### config.mk
export PLATFORM = sky130hd
export DESIGN_NAME = zx81_sync_gen
export DESIGN_NICKNAME = d
export VERILOG_FILES = /design/src/rtl/zx81_video_pkg.sv /design/src/rtl/zx81_sync_gen.sv
export SDC_FILE = /design/constraint.sdc
export NUM_CORES = 1
export LEC_CHECK = 0
export ABC_CLOCK_PERIOD_IN_PS = 2000
export BUFFER_PORTS_ARGS = -buffer_cell sky130_fd_sc_hd__buf_2
export CAP_MARGIN = 20
export CORE_MARGIN = 3
export CORE_UTILIZATION = 39
export DETAILED_ROUTE_END_ITERATION = 12
export HOLD_SLACK_MARGIN = 0.05
export SYNTH_ARGS = -nofsm -noshare
export SYNTH_HDL_FRONTEND = slang
export SYNTH_SLANG_ARGS = --single-unit
### constraint.sdc
create_clock -name clk -period 2 [get_ports clk]
set_input_delay 0.3 -clock clk [delete_from_list [all_inputs] [get_ports clk]]
set_output_delay 0.3 -clock clk [all_outputs]
set_load 0.1 [all_outputs]
### src/rtl/zx81_video_pkg.sv
`default_nettype none
// ============================================================================
// Module      : zx81_video_pkg
// Description : Shared types and default timing constants for the ZX81-style
//               video sync generator.
// Revision    : 1.0 - initial release
// ============================================================================
package zx81_video_pkg;

    // Width of the line counter (0..311 needs 9 bits)
    localparam int LINE_W = 9;

    // Default frame timing, in counter steps and lines
    localparam int c_def_hsync_start  = 192;
    localparam int c_def_hsync_len    = 15;
    localparam int c_def_lines        = 312;
    localparam int c_def_vsync_lines  = 4;
    localparam int c_def_top_lines    = 56;
    localparam int c_def_active_lines = 192;

    // Vertical phase of the frame
    typedef enum logic [1:0] {
        VSYNC  = 2'd0,
        TOP    = 2'd1,
        ACTIVE = 2'd2,
        BOTTOM = 2'd3
    } state_t;

endpackage : zx81_video_pkg
`default_nettype wire

### src/rtl/zx81_sync_gen.sv
`default_nettype none
// ============================================================================
// Module      : zx81_sync_gen
// Description : Derives horizontal sync, line count, vertical sync/blanking
//               and per-line NMI from a free-running upstream T-state counter.
//               A line boundary is any backwards step of the counter value.
// Revision    : 1.0 - initial release
// ============================================================================
module zx81_sync_gen
    import zx81_video_pkg::*;
#(
    parameter int HSYNC_START  = c_def_hsync_start,
    parameter int HSYNC_LEN    = c_def_hsync_len,
    parameter int LINES        = c_def_lines,
    parameter int VSYNC_LINES  = c_def_vsync_lines,
    parameter int TOP_LINES    = c_def_top_lines,
    parameter int ACTIVE_LINES = c_def_active_lines
) (
    input  logic              clk,
    input  logic              reset,
    input  logic [7:0]        count,
    output logic              hsync,
    output logic              vsync,
    output logic              active,
    output logic [LINE_W-1:0] line,
    output logic              nmi,
    output logic              frame_tick
);

    // Line boundaries of each vertical phase
    localparam logic [LINE_W-1:0] c_last_line = LINE_W'(LINES - 1);
    localparam logic [LINE_W-1:0] c_top_first = LINE_W'(VSYNC_LINES);
    localparam logic [LINE_W-1:0] c_act_first = LINE_W'(VSYNC_LINES + TOP_LINES);
    localparam logic [LINE_W-1:0] c_bot_first = LINE_W'(VSYNC_LINES + TOP_LINES + ACTIVE_LINES);

    // Hsync window; the end is formed 9 bits wide so it saturates at 255
    // instead of wrapping round to the start of the line.
    localparam logic [7:0] c_hs_start = 8'(HSYNC_START);
    localparam logic [8:0] c_hs_end9  = 9'(HSYNC_START) + 9'(HSYNC_LEN) - 9'd1;
    localparam logic [7:0] c_hs_end   = c_hs_end9[8] ? 8'd255 : c_hs_end9[7:0];

    logic [7:0]        r_count_q;
    state_t            r_state;
    state_t            w_state_next;
    logic              w_wrap;
    logic              w_last;
    logic [LINE_W-1:0] w_line_next;
    logic              w_hsync_next;

    // Wrap detection and next line number
    assign w_wrap      = (count < r_count_q);
    assign w_last      = (line == c_last_line);
    assign w_line_next = !w_wrap ? line : (w_last ? '0 : line + 1'b1);

    // Hsync window decode on the current counter value
    assign w_hsync_next = (count >= c_hs_start) && (count <= c_hs_end);

    // Vertical phase decoded from the line number about to be registered
    always_comb begin
        w_state_next = r_state;
        if (w_wrap) begin
            if (w_line_next < c_top_first)
                w_state_next = VSYNC;
            else if (w_line_next < c_act_first)
                w_state_next = TOP;
            else if (w_line_next < c_bot_first)
                w_state_next = ACTIVE;
            else
                w_state_next = BOTTOM;
        end
    end

    // State register, line counter and registered outputs
    always_ff @(posedge clk or negedge reset) begin
        if (!reset) begin
            r_count_q  <= '0;
            r_state    <= VSYNC;
            line       <= '0;
            hsync      <= 1'b0;
            vsync      <= 1'b1;
            active     <= 1'b0;
            nmi        <= 1'b0;
            frame_tick <= 1'b0;
        end else begin
            r_count_q  <= count;
            r_state    <= w_state_next;
            line       <= w_line_next;
            hsync      <= w_hsync_next;
            vsync      <= (w_state_next == VSYNC);
            active     <= (w_state_next == ACTIVE);
            nmi        <= w_wrap && (w_state_next != ACTIVE);
            frame_tick <= w_wrap && w_last;
        end
    end

endmodule : zx81_sync_gen
`default_nettype wire

==> reports/metrics.yaml <==
global_route:
  overflow: 0
  grt_antenna_before_repair: 0
  groute.usage.overall_pct: 19.1
  grt_pass1_vias: 1409
  grt_pass1_wl_um: 6490
  grt_max_degree: 25
power_and_ir_drop:
  p_leak_uw: 0.000998
  ir_worst_vdd_mv: 0.915
  p_per_area_nw_per_um2: 1360
  power_uw: 2990
outcome:
  violations: "setup timing"
  status: "finished, violations left"
logic_synthesis:
  synth_cells: 143
  synth-seq-cells: 24
  synth_edf_count: 0
  synth_xor_area_share_pct: 2.96
  synth_common_cells: "dfrtp_1 (23), inv_1 (13), nand2_1 (11)"
  yosys_warnings: 0
  yosysSeqAreaShare_pct: 40.7
  syn_area_per_cell_um2: 10.4
  netlist_area_um2: 1480
  synth_ff_type: "dfrtp_1"
  synth.distinct_cells: 49
  synth-compound-area-share_pct: 23.4
  synth-async-reset-ratio_pct: 100
  yosys.area.top_type: "dfrtp_1"
  synth_top_family_by_area: "compound AO/OA/AOI/OAI gates"
  synthMuxAreaShare_pct: 0
  yosysMostFrequentCell: "dfrtp_1"
  synth-simple-area-share_pct: 19.0
  synth_fa_ha_area_share_pct: 6.76
  synth_nets: 161
  synth_area_leaders: "dfrtp_1 (39%), ha_1 (6.8%), inv_1 (3.3%)"
  synth_top_area_share_pct: 38.9
floorplan:
  initial_core_util_pct: 42.4
  die_y_um: 67.6
  ioPinCount: 24
  floorplan.die_area_um2: 4570
  core_um2: 3490
  die_x_um: 67.6
  rows: 21
clock_tree:
  numCtsBuffers: 3
  cts.clk_slew.worst_paths_ns: 0.08
  clockBufferDepth: 2
  clkLatencyLatePin_ns: 0.26
  htree_num_levels: 1
  clock_sinks: 24
  cts_tree: "done"
  cts-root-buf: "clkbuf_8"
detailed_routing:
  via_count: 1315
  routedWlPerCell_um: 15.1
  wl_um: 3860
  drc: 0
  dr.pass1.iters: 4
  drtIter0Drc: 73
  vias_per_cell: 5.16
  detail-route-antenna-nets: 0
timing:
  fmax_mhz: 431
  tightest_slew_ns: 0.543
  postLayoutSetupSlackWorst_ns: -0.322
  drv_slew: 0
  hold_violations: 0
  rsz0062_at_grt: "true"
  finClkSkew_ns: 0.00250
  holdWs_ns: 0.253
  fin_crit_sh_pct: 116
  setup_viol: 8
  max_slew_margin_pct: 63.8
  min_period_ns: 2.32
setup_path:
  crit_arrival_ns: 2.51
  cp.required_ns: 2.19
  startpoint: "r_count_q[1]"
  endpoint_kind: "register"
  crit-reg2reg-launch: "r_count_q[1]"
  crit_type: "register to register"
  rrSetupSlack_ns: -0.32
  start_kind: "register"
  reg2regPathDepth: 11
  critPathMaxFanout: 3
finish:
  area_growth_pct: 48.6
  nNetsFinal: 228
  drive_gt1_share_pct: 59.3
  stdcell_count: 255
  diodes: 0
  multi_input_area_um2: 947
  final_area_um2: 2200
  fill_cells: 278
  ff_latch_area_um2: 628
  fin_util_pct: 62.9
hold_path:
  holdPathStages: 2
  hp-start: "count[2]"
  hp-class: "input pin to register"
placement:
  io_buffers: 23
  dpl.cell_count: 241
  dpl_cell_area_um2: 1930
  gp_congestion: 0.855
  dpl.hpwl_um: 2740
job:
  maxCapViolCount: 0
-- layer usage --
metal  track usage [%]  wire, um
met1              25.0      1790
met2              31.5      1790
met3              2.66       226
met4              7.85        51
met5                 0         0
-- where the power goes --
part           internal (uW)  leakage [uW]  switching [uW]
clock network            176     0.0000288             155
registers                638      0.000273             130
logic                    623      0.000696            1270
-- cell type report --
cell class                 instances  share of cell area, %
clock buffer                       4                   2.50
timing repair buffer              68                   21.0
tap                               46                   2.62
multi-input combinational        100                   43.1
sequential                        24                   28.6
inverter                          13                   2.22
-- critical path: stages, from the launching register on --
cell and delay, ns:
dfrtp_1 0.33, inv_1 0.04, ha_2 0.30, inv_1 0.07, o21a_2 0.25, buf_6 0.13
o311ai_4 0.29, nand2b_1 0.13, a32o_2 0.35, o22ai_4 0.16, inv_2 0.06, a211oi_2 0.15
-- path summary, 6_finish.rpt --
check,end
min in group asynchronous,r_count_q[5]
setup / recovery,vsync
hold / removal,r_count_q[2]
setup reg to reg,vsync
hold reg to reg,vsync
max in group asynchronous,line[7]
-- cell families after synthesis --
| group | Yosys count |
|---|---|
| xor gates and xnor gates | 5 |
| buffers and inverters | 20 |
| DFF | 24 |
| adders and majority gates | 8 |
| AOI/OAI and AO/OA | 40 |
| and+or+nand+nor | 46 |
-- stage by stage --
stage	setup WS [ns]	setup TNS [ns]
2_1_floorplan	-0.174	-0.698
3_3_place_gp	-0.380	-2.01
3_5_place_dp	-0.459	-2.57
4_1_cts	-0.328	-1.32
5_1_grt	-0.403	-2.56
6_report	-0.322	-1.68
-- state kept, by name, indices dropped and copies added (netlist names) --
register	cells
vsync	1
active	1
hsync	1
nmi	1
frame_tick	1
r_count_q	8
r_state	2
line	9
-- cell usage in the layout, fill, tap and decap left out, types with 2 or more instances in the layout --
cell type,count
a31oi_1,2
a211o_2,2
a21o_1,4
xor2_2,2
inv_2,4
a211oi_2,3
nand2_1,10
a31oi_4,2
nand3_1,6
or3_1,2
inv_1,9
clkbuf_8,4
nand2b_4,2
buf_6,2
and2_4,2
o21ai_0,6
dfrtp_1,14
xnor2_1,3
o211ai_1,2
dfrtp_4,6
buf_4,42
ha_4,3
nand4_1,3
o31ai_4,2
buf_2,23
a21oi_2,3
dfrtp_2,3
nor4_2,2
and3_1,2
ha_1,4
nor2_1,5
-- repair_timing --
| action | 4_1_cts | 5_1_grt |
|---|---|---|
| buffers inserted | 8 | 0 |
| endpoints found under the hold margin | 23 | 0 |
| cloned | 1 | 0 |
| hold buffers | 1 | 0 |
| setup endpoints to repair | 9 | 11 |
| pin swaps | 10 | 7 |
| gates resized for setup | 17 | 10 |
Note: power is estimated with default switching activity, not from simulation.
